--- config.mk ---
export PLATFORM = sky130hd
export DESIGN_NAME = stdio_bridge
export DESIGN_NICKNAME = d
export VERILOG_FILES = /design/src/rtl/stdio_bridge_pkg.sv /design/src/rtl/sync_fifo.sv /design/src/rtl/stdio_bridge.sv
export SDC_FILE = /design/constraint.sdc
export NUM_CORES = 1
export LEC_CHECK = 0
export BUFFER_PORTS_ARGS = -buffer_cell sky130_fd_sc_hd__buf_2
export CAP_MARGIN = 20
export CORE_MARGIN = 3
export CORE_UTILIZATION = 40
export DETAILED_ROUTE_END_ITERATION = 12
export PLACE_DENSITY = 0.57
export SYNTH_ARGS = -nofsm -noshare
export SYNTH_HDL_FRONTEND = slang
export SYNTH_HIERARCHICAL = 1
export SYNTH_SLANG_ARGS = --single-unit
--- constraint.sdc ---
create_clock -name clk -period 2.59 [get_ports clk]
set_clock_uncertainty 0.05 [all_clocks]
set_input_delay 0.1295 -clock clk [delete_from_list [all_inputs] [get_ports clk]]
set_output_delay 0.1295 -clock clk [all_outputs]
set_load 0.01 [all_outputs]
--- src/rtl/stdio_bridge_pkg.sv ---
// Shared constants for the stdio bridge: TX sequencer state encodings.
package stdio_bridge_pkg;

  localparam logic [1:0] TXS_IDLE      = 2'd0;
  localparam logic [1:0] TXS_START     = 2'd1;
  localparam logic [1:0] TXS_WAIT_BUSY = 2'd2;
  localparam logic [1:0] TXS_WAIT_DONE = 2'd3;

endpackage

--- src/rtl/sync_fifo.sv ---
// Single-clock show-ahead FIFO with wrap-bit pointers and an occupancy count.
module sync_fifo #(
  parameter int WIDTH      = 8,
  parameter int DEPTH_LOG2 = 4
) (
  input  logic                  clk,
  input  logic                  reset,
  input  logic                  push,
  input  logic [WIDTH-1:0]      din,
  input  logic                  pop,
  output logic [WIDTH-1:0]      dout,
  output logic                  full,
  output logic                  empty,
  output logic [DEPTH_LOG2:0]   level
);

  localparam int DEPTH = 1 << DEPTH_LOG2;
  localparam logic [DEPTH_LOG2:0] FULL_LEVEL = {1'b1, {DEPTH_LOG2{1'b0}}};

  logic [WIDTH-1:0]    mem [DEPTH];
  logic [DEPTH_LOG2:0] wptr_reg;
  logic [DEPTH_LOG2:0] rptr_reg;
  logic                do_push;
  logic                do_pop;

  assign level   = wptr_reg - rptr_reg;
  assign full    = (level == FULL_LEVEL);
  assign empty   = (wptr_reg == rptr_reg);
  // Full is judged before any same-cycle pop, so a push into a full FIFO is dropped.
  assign do_push = push && !full;
  assign do_pop  = pop && !empty;

  always_ff @(posedge clk) begin
    if (do_push) begin
      mem[wptr_reg[DEPTH_LOG2-1:0]] <= din;
    end
  end

  always_ff @(posedge clk) begin
    if (reset) begin
      wptr_reg <= '0;
      rptr_reg <= '0;
    end else begin
      if (do_push) wptr_reg <= wptr_reg + 1'b1;
      if (do_pop)  rptr_reg <= rptr_reg + 1'b1;
    end
  end

  // Asynchronous read gives show-ahead; the head reads as zero while empty.
  assign dout = empty ? '0 : mem[rptr_reg[DEPTH_LOG2-1:0]];

endmodule

--- src/rtl/stdio_bridge.sv ---
// Buffered bridge between the core's stdout/stdin handshakes and the UART TX/RX blocks.
module stdio_bridge
  import stdio_bridge_pkg::*;
#(
  parameter int DATA_W        = 8,
  parameter int TX_DEPTH_LOG2 = 4,
  parameter int RX_DEPTH_LOG2 = 4
) (
  input  logic                     clk,
  input  logic                     reset,
  input  logic [DATA_W-1:0]        out_data,
  input  logic                     out_valid,
  output logic                     out_ready,
  output logic [DATA_W-1:0]        in_data,
  output logic                     in_valid,
  input  logic                     in_ready,
  output logic [DATA_W-1:0]        tx_data,
  output logic                     tx_start,
  input  logic                     tx_ready,
  input  logic [DATA_W-1:0]        rx_data,
  input  logic                     rx_strobe,
  output logic [TX_DEPTH_LOG2:0]   tx_level,
  output logic [RX_DEPTH_LOG2:0]   rx_level,
  output logic                     rx_overrun
);

  logic              tx_full;
  logic              tx_empty;
  logic [DATA_W-1:0] tx_head;
  logic              tx_pop;
  logic [1:0]        state_reg;
  logic [1:0]        state_next;
  logic [DATA_W-1:0] tx_data_reg;
  logic              rx_overrun_reg;

  assign out_ready = !tx_full;

  sync_fifo #(
    .WIDTH      (DATA_W),
    .DEPTH_LOG2 (TX_DEPTH_LOG2)
  ) tx_fifo (
    .clk   (clk),
    .reset (reset),
    .push  (out_valid),
    .din   (out_data),
    .pop   (tx_pop),
    .dout  (tx_head),
    .full  (tx_full),
    .empty (tx_empty),
    .level (tx_level)
  );

  assign tx_pop = (state_reg == TXS_IDLE) && !tx_empty && tx_ready;

  always_comb begin
    state_next = state_reg;
    case (state_reg)
      TXS_IDLE:      if (tx_pop) state_next = TXS_START;
      TXS_START:     state_next = TXS_WAIT_BUSY;
      TXS_WAIT_BUSY: if (!tx_ready) state_next = TXS_WAIT_DONE;
      TXS_WAIT_DONE: if (tx_ready) state_next = TXS_IDLE;
      default:       state_next = TXS_IDLE;
    endcase
  end

  always_ff @(posedge clk) begin
    if (reset) begin
      state_reg   <= TXS_IDLE;
      tx_data_reg <= '0;
    end else begin
      state_reg <= state_next;
      if (tx_pop) tx_data_reg <= tx_head;
    end
  end

  assign tx_start   = (state_reg == TXS_START);
  assign tx_data    = tx_data_reg;
  assign rx_overrun = rx_overrun_reg;

  generate
    if (RX_DEPTH_LOG2 > 0) begin : g_rx
      logic rx_full;
      logic rx_empty;

      sync_fifo #(
        .WIDTH      (DATA_W),
        .DEPTH_LOG2 (RX_DEPTH_LOG2)
      ) rx_fifo (
        .clk   (clk),
        .reset (reset),
        .push  (rx_strobe),
        .din   (rx_data),
        .pop   (in_ready),
        .dout  (in_data),
        .full  (rx_full),
        .empty (rx_empty),
        .level (rx_level)
      );

      assign in_valid = !rx_empty;

      always_ff @(posedge clk) begin
        if (reset) begin
          rx_overrun_reg <= 1'b0;
        end else if (rx_strobe && rx_full) begin
          rx_overrun_reg <= 1'b1;
        end
      end
    end else begin : g_no_rx
      // Without a stdin buffer every received byte is lost, so each strobe is an overrun.
      logic unused_rx;
      assign unused_rx = ^{in_ready, rx_data};
      assign in_valid  = 1'b0;
      assign in_data   = '0;
      assign rx_level  = '0;

      always_ff @(posedge clk) begin
        if (reset) begin
          rx_overrun_reg <= 1'b0;
        end else if (rx_strobe) begin
          rx_overrun_reg <= 1'b1;
        end
      end
    end
  endgenerate

endmodule

======== After elaboration in Yosys (flattened, before gate mapping) ========
Memories as Yosys holds them, arrays and structs flattened. A register that Yosys moved wholly into a read port is not among the register bits.
Cells that the tools add are included.
operators by class
  shift-type cells ........................ 0
  muxes and demuxes ....................... 11
  bitwise operators ....................... 0
  multipliers ............................. 0
  add/sub/neg operators ................... 6
  divide/modulo/power cells ............... 0
  $lt $le $gt $ge ......................... 0
  equality and inequality tests ........... 10
  reductions and logical operators ........ 13
operators by type and width
  kind                                                   count
  adder 5 x 1 -> 5 bit, second input constant            4
  equality test 5 bit                                    2
  equality test 5 bit, second input constant             2
  subtractor 5 bit                                       2
  two-way mux 4 bit                                      2
  two-way mux 8 bit                                      1
  case mux 2 bit (4 select lines)                        1
  logical AND 1 bit                                      7
  two-way mux 2 bit                                      3
  equality test 2 bit, second input constant             2
  logical NOT 1 bit                                      4
  two-way mux 1 bit                                      4
  inequality test 2 bit, second input constant           2
  AND reduction 3 bit                                    1
  equality test 2 x 1 -> 1 bit, second input constant    1
  logical NOT 2 bit                                      1
  inequality test 2 x 1 -> 1 bit, second input constant  1
storage, ports and cells
  memory bits (read-only) ................. 0
  word-level logic and storage cells ...... 48
  memories ................................ 2
  output and inout port bits .............. 30
  bits in registers ....................... 23
  memory bits (writable) .................. 256
  input port bits ......................... 22
  bits in latches ......................... 0
memories
  name              words  bits a word  read ports  clocked after memory_dff  wr ports  line             source
  g_rx.rx_fifo.mem  16     8            1           1                         1         sync_fifo.sv:20  logic [WIDTH-1:0] mem [DEPTH];
  tx_fifo.mem       16     8            1           1                         1         sync_fifo.sv:20

======== Logic depth before layout (Yosys ltp) ========
Gate-level depths: netlist of run 1.
  depth after elaboration ................. 6
  depth in mapped cells ................... 11
  mapped depth without buffers ............ 10

======== Hierarchy ========
The synthesis of run 1 kept the hierarchy.
by module, submodules not included
  module                     cells an instance  seq. area each (um2)  times used  area an instance (um2)
  sync_fifo at g_rx.rx_fifo  292                4,124.0               1           5,795.6
  sync_fifo at tx_fifo       294                4,124.0               1           5,739.3
  stdio_bridge               51                 220.2                 1           506.7

======== Worst setup path after synthesis of run 1 ========
No wires, ideal clock.
  path type ............................... reg-to-reg
  start ................................... register tx_fifo.wptr_reg[0]
  end ..................................... memory tx_fifo.mem[3][0] (enable)
  path slack .............................. -0.344 ns
  arrival ................................. 2.500 ns
  data required time ...................... 2.157 ns
  setup time .............................. 0.383 ns
  stages on the path, launching flop included .. 10
  period minus slack after synthesis ...... 2.934 ns
  path buffers ............................ 0
  path through ............................ dfxtp_1 inv_1 ha_1 inv_1 fa_1 xor2_1 nand4b_1 a211oi_2 or2_2 nor3_1
on the way
  longest elaborated chain between the ends .. 6
ends and longest elaborated chain
  item                                     line                source
  start, declared                          sync_fifo.sv:21     logic [DEPTH_LOG2:0] wptr_reg;
  start signal, assigned                   sync_fifo.sv:44     if (do_push) wptr_reg <= wptr_reg + 1'b1;
  subtractor 5 bit                         sync_fifo.sv:26     assign level = wptr_reg - rptr_reg;
  named net tx_level[2]                    stdio_bridge.sv:22  output logic [TX_DEPTH_LOG2:0] tx_level,
  equality test 5 bit                      sync_fifo.sv:27     assign full = (level == FULL_LEVEL);
  logical NOT 1 bit                        sync_fifo.sv:30     assign do_push = push && !full;
  logical AND 1 bit                        sync_fifo.sv:30
  two-way mux 1 bit                        sync_fifo.sv:34     if (do_push) begin
  two-way mux 1 bit (implied by the code)  sync_fifo.sv:35     mem[wptr_reg[DEPTH_LOG2-1:0]] <= din;
  end, declared                            sync_fifo.sv:20
The timed path passes the listed nets, and every way through them passes these cells.

======== Worst setup path after layout of run 1 ========
  start ................................... register tx_fifo.wptr_reg[0]
  end ..................................... output out_ready
on the way
  longest elaborated chain between the ends .. 3
ends and longest elaborated chain
  item                 line                source
  subtractor 5 bit     sync_fifo.sv:26
  equality test 5 bit  sync_fifo.sv:27
  named net tx_full    stdio_bridge.sv:27  logic tx_full;
  logical NOT 1 bit    stdio_bridge.sv:36  assign out_ready = !tx_full;
  end, declared        stdio_bridge.sv:13  output logic out_ready,
The timed path passes the listed nets, and every way through them passes these cells.

==> flow_metrics.env, run 1 <==
export IMPL_status="complete, but fails checks"
export IMPL_violations="setup timing"
export IMPL_cellLeakagePower_nw=4.99
export IMPL_slowest_delay_ps=460
export IMPL_ant_nets=0
export IMPL_cts_tree="yes"
export IMPL_power_density_nw_per_um2=815
export IMPL_core_area_um2=29200
export IMPL_synth_cell_types=46
export IMPL_ys_seq_area_share_pct=70.3
export IMPL_slew_violations=0
export IMPL_rrSetupSlack_ps=-120
export IMPL_period_minus_slack_ps=2710
export IMPL_seq_area_um2=8480
export IMPL_cp_num_buf_inv=5
export IMPL_cts_sinks=295
export IMPL_setup_viol=65
export IMPL_numCtsBuffers=30
export IMPL_required_ps=2410
export IMPL_synth_seq_cells=295
export IMPL_dieArea_um2=32200
export IMPL_routabilityCongestion=0.851
export IMPL_synth_common_cells="edfxtp_1 (256), mux4_2 (80), dfxtp_1 (39)"
export IMPL_crit_family="adder cells"
export IMPL_synth_fp_nets=683
export IMPL_slowest_stage="fa_2"
export IMPL_rsz0062_at_grt="true"
export IMPL_synth_top_area_share_pct=63.8
export IMPL_wire_per_inst_um=21.3
export IMPL_synth_top_flop_cell="edfxtp_1"
export IMPL_initial_core_util_pct=41.3
export IMPL_critical_path_class="register to primary output"
export IMPL_crit_arrival_ps=2530
export IMPL_portBuffers=51
export IMPL_cpMostUsedCell="inv_2"
export IMPL_cts_root_buf="clkbuf_16"
export IMPL_rows=62
export IMPL_grt_max_degree=35
export IMPL_drv_cap=0
export IMPL_num_vias=6224
export IMPL_relSlewSlack_pct=53.3
export IMPL_cts_buffer_depth=3
export IMPL_async_reset_ff_share_pct=0
export IMPL_layout_cells_non_filler=1181
export IMPL_yosysTopAreaCell="edfxtp_1"
export IMPL_grt_pass1_vias=6532
export IMPL_hold_path_class="input pin to register"
export IMPL_firstDrtPassIters=4
export IMPL_crit_chain="inv_2 -> ha_4 -> inv_2 -> fa_2 -> nand3b_1 -> a211o_1 -> a211oi_2 -> buf_4 -> inv_4 -> buf_6"
export IMPL_synth_edff_count=256
export IMPL_synthTopCellsByArea="edfxtp_1 (64%), mux4_2 (15%), dfxtp_1 (6.5%)"
export IMPL_drive_gt1_share_pct=39.3
export IMPL_synth_most_common_cell="edfxtp_1"
export IMPL_die_w_um=180
export IMPL_finalNetCount=820
export IMPL_synth_avg_cell_area_um2=18.9
export IMPL_ys_warn_count=6
export IMPL_drc=0
export IMPL_dpl_cell_count=1094
export IMPL_finalWorstSetupSlack_ps=-118
export IMPL_area_growth_pct=22.8
export IMPL_multi_input_area_um2=3680
export IMPL_antennaDiodeCount=0
export IMPL_max_clock_freq_mhz=369
export IMPL_n_fill_cell=2360
export IMPL_drtIter0Drc=466
export IMPL_grt_usage_pct=15.4
export IMPL_dp_slack_ps=-471
export IMPL_period_share_pct=105
export IMPL_dp_hpwl_um=17000
export IMPL_via_per_inst=5.27
export IMPL_grt_pass1_wl_um=39100
export IMPL_hold_viol_final=0
export IMPL_fp_dieH_um=180
export IMPL_grt_ovfl_total=0
export IMPL_netlist_instances=637
export IMPL_cts_htree_levels=1
export IMPL_critPathMaxFanout=5
export IMPL_peakVddDrop_mv=0.591
export IMPL_netlist_area_um2=12000
export IMPL_antenna_found_initial=0
export IMPL_clkTransAtPathRegs_ps=60
export IMPL_clk_latency_ps=540
export IMPL_num_io_pins=52
export IMPL_drt_total_wl_um=25200
export IMPL_cp_end_kind="primary output"
export IMPL_tightest_slew_ps=701
export IMPL_startpoint_type="register"
[what timing repair did]
action                                  in CTS  in global routing
gates cloned                                 2                  2
pin swaps                                    6                  7
endpoints found under the setup margin     257                243
gates resized for setup                     32                 36
setup buffers                                7                  6
hold buffers                                20                  0
hold endpoints to repair                   268                  0
[cells in the final DEF (no fill, tap or decap), types with 8 or more instances in the layout]
master,synthesis,layout
a21oi_1,14,13
and3_4,0,24
buf_12,0,8
buf_2,3,45
buf_4,7,42
buf_6,2,14
clkbuf_16,0,32
dfxtp_1,39,34
dlygate4sd3_1,0,20
edfxtp_1,256,256
ha_1,22,19
inv_1,22,17
mux2i_1,11,11
mux4_2,80,80
nor2_1,29,26
nor2b_1,24,16
nor2b_4,0,8
o21ai_0,9,9
or3_1,9,8
[stage by stage]
stage / util (%) / total power, mW / setup TNS (ps) / hold slack [ps] / cell area [µm²]
after CTS: 50.2 / 12.1 / -6340 / 55.0 / 14600
final: 50.7 / 12.0 / -3560 / 75.6 / 14800
after floorplan: - / 6.82 / -4000 / 142 / 12200
after global routing: 50.7 / 12.6 / -10400 / 96.4 / 14800
after detailed placement: 45.3 / 7.55 / -52540 / 422 / 13200
after global placement: 45.3 / 7.51 / -39850 / 420 / 13200
[worst paths after layout]
| kind | start | to | depth (start not counted) |
|---|---|---|---|
| max | tx_fifo/wptr_reg[0] | out_ready | 10 |
| min | reset | tx_data[0] | 2 |
| min reg2reg | g_rx.rx_fifo/wptr_reg[4] | g_rx.rx_fifo/wptr_reg[4] | 2 |
| max reg2reg | tx_fifo/wptr_reg[0] | tx_fifo/mem[3][2] | 13 |
[cells by family (layout without fill, tap and decap cells)]
group,Yosys count,after routing,share of synthesized area [%]
DFF,295,295,70.3
and+or+nand+nor,125,126,5.90
muxes,92,92,16.0
buffers and inverters,48,207,1.87
AOI/OAI and AO/OA,42,42,2.48
adders and majority gates,24,24,2.62
xor gates and xnor gates,11,11,0.800
[power by group]
group | internal, mW | switching [mW]
clock | 2.56 | 1.71
combinational | 1.25 | 1.14
sequential | 5.30 | 0.0850
[cell type report]
cell class                 instances  share of cell area [%]
clock inverter                    15                   0.998
tap                              384                    3.25
inverter                          22                   0.575
sequential                       295                    57.3
clock buffer                      40                    5.68
timing repair buffer             130                    7.33
multi-input combinational        295                    24.9
[layer usage]
layer	vias up	routed length, µm	global-route usage [%]
met5	-	0	0
met4	0	388	3.28
met3	28	1180	2.55
met2	130	12100	24.6
met1	3248	11500	22.6
li1	2818	-	-
(Power assumes the default switching activity.)
==> run 2: changes to the inputs <==
--- a/config.mk
+++ b/config.mk
@@ -5,12 +5,14 @@
 export SDC_FILE = /design/constraint.sdc
 export NUM_CORES = 1
 export LEC_CHECK = 0
-export BUFFER_PORTS_ARGS = -buffer_cell sky130_fd_sc_hd__buf_2
 export CAP_MARGIN = 20
 export CORE_MARGIN = 3
 export CORE_UTILIZATION = 40
+export CTS_BUF_LIST = sky130_fd_sc_hd__clkbuf_8
 export DETAILED_ROUTE_END_ITERATION = 12
-export PLACE_DENSITY = 0.57
+export DONT_BUFFER_PORTS = 1
+export GPL_TIMING_DRIVEN = 0
+export PLACE_DENSITY = 0.55
 export SYNTH_ARGS = -nofsm -noshare
 export SYNTH_HDL_FRONTEND = slang
 export SYNTH_HIERARCHICAL = 1
==> run 2 against run 1 <==
Against the previous run:
- the run still ends with setup timing left
- via count is 0.77% higher
- clock-buffer cell count is 16 higher
- critical path depth is 1 lower
- die area stayed put
- hold slack worse by 32 ps
- register-to-register slack worse by 90 ps
- sequential share of layout area is 0.53 points higher
- critical path type unchanged
- highest routed layer unchanged
==> flow_metrics.env, run 2 (synthesis gave the netlist of run 1 again) <==
export IMPL_area_growth_pct=21.9
export IMPL_core_area_um2=29200
export IMPL_tightest_slew_ps=909
export IMPL_num_io_pins=52
export IMPL_firstDrtPassIters=5
export IMPL_power_frac_seq_pct=45.8
export IMPL_startpoint_type="register"
export IMPL_drt_total_wl_um=26000
export IMPL_required_ps=2410
export IMPL_drv_cap=0
export IMPL_crit_arrival_ps=2630
export IMPL_grt_max_degree=17
export IMPL_drtIter0Drc=418
export IMPL_grt_pass1_wl_um=39800
export IMPL_critical_path_class="register to primary output"
export IMPL_dp_slack_ps=-876
export IMPL_die_w_um=180
export IMPL_hold_path_class="input pin to register"
export IMPL_clk_latency_ps=560
export IMPL_peakVddDrop_mv=0.494
export IMPL_status="complete, but fails checks"
export IMPL_grt_ovfl_total=0
export IMPL_cp_end_kind="primary output"
export IMPL_setup_viol=223
export IMPL_relSlewSlack_pct=39.4
export IMPL_power_switching_mw=3.09
export IMPL_layout_cells_non_filler=1175
export IMPL_critPathMaxFanout=3
export IMPL_drc=0
export IMPL_cellLeakagePower_nw=4.88
export IMPL_fp_dieH_um=180
export IMPL_rsz0062_at_grt="true"
export IMPL_routabilityCongestion=0.806
export IMPL_antenna_found_initial=0
export IMPL_ant_nets=0
export IMPL_r2r_cells=12
export IMPL_rows=62
export IMPL_internal_power_mw=8.69
export IMPL_numCtsBuffers=50
export IMPL_grt_pass1_vias=6690
export IMPL_wire_per_inst_um=22.1
export IMPL_power_share_switching_pct=26.2
export IMPL_portBuffers=0
export IMPL_slew_violations=0
export IMPL_finalNetCount=795
export IMPL_period_minus_slack_ps=2810
export IMPL_p_comb_share_pct=20.7
export IMPL_hold_viol_final=0
export IMPL_initial_core_util_pct=41.3
export IMPL_antennaDiodeCount=0
export IMPL_period_share_pct=109
export IMPL_power_mw=11.8
export IMPL_stdcell_area_um2=14700
export IMPL_cts_tree="yes"
export IMPL_cts_sinks=295
export IMPL_cts_root_buf="clkbuf_8"
export IMPL_finalWorstSetupSlack_ps=-223
export IMPL_dpl_cell_count=1022
export IMPL_num_vias=6272
export IMPL_holdPathStages=4
export IMPL_placed_area_um2=12700
export IMPL_max_clock_freq_mhz=356
export IMPL_dieArea_um2=32200
export IMPL_grt_usage_pct=15.9
export IMPL_cts_buffer_depth=3
export IMPL_mostFrequentLayoutCells="edfxtp_1 (256), mux4_2 (80), clkbuf_8 (56)"
export IMPL_drive_gt1_share_pct=37.5
export IMPL_dp_hpwl_um=16700
export IMPL_power_density_nw_per_um2=802
export IMPL_clkPwrFrac_pct=33.5
export IMPL_clkTransAtPathRegs_ps=60
export IMPL_via_per_inst=5.34
export IMPL_cts_htree_levels=2
export IMPL_violations="setup timing"
export IMPL_final_common_cell="edfxtp_1"
run 2: final timing paths:
check / from / to / slack (ps)
worst max register to register: tx_fifo/wptr_reg[0] / tx_fifo/mem[3][3] / -210
worst min-delay path: tx_ready / tx_data[0] / 40
worst max-delay path: tx_fifo/wptr_reg[0] / out_ready / -220
worst min register to register: g_rx.rx_fifo/wptr_reg[4] / g_rx.rx_fifo/wptr_reg[4] / 440
run 2: layer usage:
metal | wire length, µm | track usage (%)
met5 | 0 | 0
met4 | 380 | 3.90
met3 | 1220 | 3.03
met2 | 12900 | 26.2
met1 | 11500 | 22.1
run 2: through the flow:
| stage | TNS, ps | hold WS [ps] | util, % |
|---|---|---|---|
| CTS | -33520 | 11.2 | 49.9 |
| global route | -36790 | 32.9 | 50.3 |
| finish | -19170 | 43.9 | 50.3 |
| detailed placement | -92910 | 146 | 43.4 |
| global placement | -82950 | 147 | 43.4 |
| floorplan | -4000 | 142 | - |
run 2: area by class of cell:
class	instances	area (µm²)
timing repair buffer	61	701
clock inverter	38	210
fill	2436	14500
clock buffer	56	771
tap	384	480
inverter	22	92.6
buffer	25	205
sequential	295	8490
multi-input combinational	294	3730
run 2: power by group through the flow:
stage | clock (mW) | combinational, mW | sequential (mW)
2_1_floorplan | 0 | 1.37 | 5.46
3_3_place_gp | 0 | 1.70 | 5.48
3_5_place_dp | 0 | 1.74 | 5.49
4_1_cts | 4.07 | 2.39 | 5.39
5_1_grt | 4.29 | 2.62 | 5.40
6_report | 3.95 | 2.44 | 5.39
run 2: timing repair:
action / CTS / global route
gates resized for setup: 92 / 26
pin swaps: 16 / 15
endpoints found under the setup margin: 274 / 283
hold endpoints to repair: 303 / 0
gates cloned: 5 / 0
hold buffers: 21 / 0
setup buffers: 26 / 12
run 2: worst max-delay path, cell delays in order (launching register included):
cell      delay [ps]
dfxtp_4          360
inv_4             40
ha_4             150
inv_2             50
fa_2             480
nand3b_1         190
a211o_1          280
a211oi_4         330
buf_6            170
inv_4             40
==> run 3: changes to the inputs <==
--- a/config.mk
+++ b/config.mk
@@ -5,12 +5,13 @@
 export SDC_FILE = /design/constraint.sdc
 export NUM_CORES = 1
 export LEC_CHECK = 0
+export ABC_AREA = 0
+export BUFFER_PORTS_ARGS = -buffer_cell sky130_fd_sc_hd__buf_2
 export CAP_MARGIN = 20
 export CORE_MARGIN = 3
 export CORE_UTILIZATION = 40
 export CTS_BUF_LIST = sky130_fd_sc_hd__clkbuf_8
 export DETAILED_ROUTE_END_ITERATION = 12
-export DONT_BUFFER_PORTS = 1
 export GPL_TIMING_DRIVEN = 0
 export PLACE_DENSITY = 0.55
 export SYNTH_ARGS = -nofsm -noshare
==> constraint.sdc (replaced) <==
create_clock -name clk -period 2.7 [get_ports clk]
set_clock_uncertainty 0.05 [all_clocks]
set_input_delay 0.135 -clock clk [delete_from_list [all_inputs] [get_ports clk]]
set_output_delay 0.135 -clock clk [all_outputs]
set_load 0.01 [all_outputs]
==> run 3 against run 2 <==
Against the previous run:
- hold slack better by 300 ps
- the run still ends with setup timing left
- utilization down 0.18 points
- critical path type unchanged
- clock-buffer cell count down 7
==> flow_metrics.env, run 3 (synthesis gave the netlist of run 1 again) <==
export IMPL_antennaDiodeCount=0
export IMPL_violations="setup timing"
export IMPL_dpl_cell_count=1072
export IMPL_relSlewSlack_pct=42.4
export IMPL_core_area_um2=29200
export IMPL_dp_hpwl_um=16500
export IMPL_slew_violations=0
export IMPL_slowest_delay_ps=450
export IMPL_multi_input_area_um2=3660
export IMPL_rsz0062_at_grt="true"
export IMPL_grt_ovfl_total=0
export IMPL_crit_arrival_ps=2590
export IMPL_initial_core_util_pct=41.3
export IMPL_finalWorstSetupSlack_ps=-74.8
export IMPL_routabilityCongestion=0.759
export IMPL_firstDrtPassIters=4
export IMPL_worstReg2RegStart="g_rx.rx_fifo/wptr_reg[0]"
export IMPL_drv_cap=0
export IMPL_finalNetCount=834
export IMPL_drtIter0Drc=335
export IMPL_period_minus_slack_ps=2770
export IMPL_cts_buffer_depth=3
export IMPL_grt_max_degree=17
export IMPL_drc=0
export IMPL_via_per_inst=5.16
export IMPL_crit_chain="inv_4 -> ha_4 -> inv_2 -> fa_2 -> nor3b_2 -> nand4b_1 -> a211oi_4 -> buf_6 -> inv_2 -> buf_6"
export IMPL_fp_dieH_um=180
export IMPL_die_w_um=180
export IMPL_stdcell_area_um2=14600
export IMPL_wire_per_inst_um=20.6
export IMPL_cts_root_buf="clkbuf_8"
export IMPL_n_fill_cell=2459
export IMPL_hold_viol_final=0
export IMPL_critPathMaxFanout=3
export IMPL_startpoint_type="register"
export IMPL_power_mw=11.0
export IMPL_hold_path_class="input pin to register"
export IMPL_numCtsBuffers=47
export IMPL_dieArea_um2=32200
export IMPL_rrSetupSlack_ps=-40
export IMPL_portBuffers=51
export IMPL_holdPathEnd="g_rx.rx_fifo/wptr_reg[4]"
export IMPL_power_density_nw_per_um2=749
export IMPL_seq_area_um2=8490
export IMPL_cellLeakagePower_nw=4.97
export IMPL_area_growth_pct=21.5
export IMPL_required_ps=2520
export IMPL_cp_end_kind="primary output"
export IMPL_slowest_stage="fa_2"
export IMPL_rr_endpoint="g_rx.rx_fifo/mem[8][6]"
export IMPL_rows=62
export IMPL_antenna_found_initial=0
export IMPL_tightest_slew_ps=864
export IMPL_ant_nets=0
export IMPL_cts_sinks=295
export IMPL_status="complete, but fails checks"
export IMPL_grt_pass1_wl_um=39200
export IMPL_final_util_pct=50.1
export IMPL_drive_gt1_share_pct=38.8
export IMPL_cts_tree="yes"
export IMPL_max_clock_freq_mhz=360
export IMPL_placed_area_um2=12800
export IMPL_holdPathStages=3
export IMPL_layout_cells_non_filler=1208
export IMPL_r2r_cells=11
export IMPL_dp_slack_ps=-617
export IMPL_setup_tns_ps=-2440
export IMPL_setup_viol=125
export IMPL_cts_htree_levels=2
export IMPL_num_io_pins=52
export IMPL_grt_usage_pct=15.5
export IMPL_clk_latency_ps=570
export IMPL_mostFrequentLayoutCells="edfxtp_1 (256), mux4_2 (80), clkbuf_8 (49)"
export IMPL_num_vias=6235
export IMPL_period_share_pct=103
export IMPL_critical_path_class="register to primary output"
export IMPL_hold_start="reset"
export IMPL_whs_ps=348
export IMPL_peakVddDrop_mv=0.388
export IMPL_clkTransAtPathRegs_ps=60
export IMPL_final_common_cell="edfxtp_1"
export IMPL_drt_total_wl_um=24900
export IMPL_grt_pass1_vias=6758
==> run 3: worst max-delay path by stage <==
| stage | startpoint | endpoint | cells after the start |
|---|---|---|---|
| global route | tx_fifo/wptr_reg[0] | out_ready | 10 |
| CTS | tx_fifo/wptr_reg[0] | out_ready | 10 |
| detailed placement | tx_fifo/wptr_reg[0] | tx_fifo/mem[7][1] | 9 |
| global placement | tx_fifo/wptr_reg[0] | tx_fifo/mem[7][1] | 9 |
| floorplan | tx_fifo/wptr_reg[0] | tx_fifo/mem[7][0] | 9 |
| finish | tx_fifo/wptr_reg[0] | out_ready | 10 |
==> run 3: metal layers <==
metal	global-route usage (%)	part of all wire, %
met1	19.4	42
met2	28.1	53
met3	2.69	3.3
met4	4.05	1.7
met5	0	0
==> run 3: timing repair <==
action                                 in CTS  in global routing
pin swaps                                  10                  8
endpoints found under the hold margin     272                  0
gates cloned                                5                  0
resized for setup                         109                 27
hold buffers                               21                  0
setup endpoints to repair                 288                267
setup buffers                              15                 12
==> run 3: cell type report <==
| cell class | instances | share of cell area (%) |
|---|---|---|
| sequential | 295 | 58.0 |
| multi-input combinational | 294 | 25.0 |
| timing repair buffer | 102 | 5.78 |
| clock buffer | 49 | 4.61 |
| tap | 384 | 3.28 |
| buffer | 26 | 1.50 |
| clock inverter | 36 | 1.14 |
| inverter | 22 | 0.599 |
==> run 3: report_power, final <==
part           switching (mW)  internal [mW]
clock network            1.68           1.70
logic                    1.11           1.30
registers              0.0771           5.09
==> run 3: critical path: cells and delay by family (launching register included) <==
family                   cells  cell delay [ps]
AO/OA/AOI/OAI                1              320
buffers and inverters        5              360
adder cells (fa/ha/maj)      2              600
flip-flops                   1              360
AND/OR/NAND/NOR              2              390
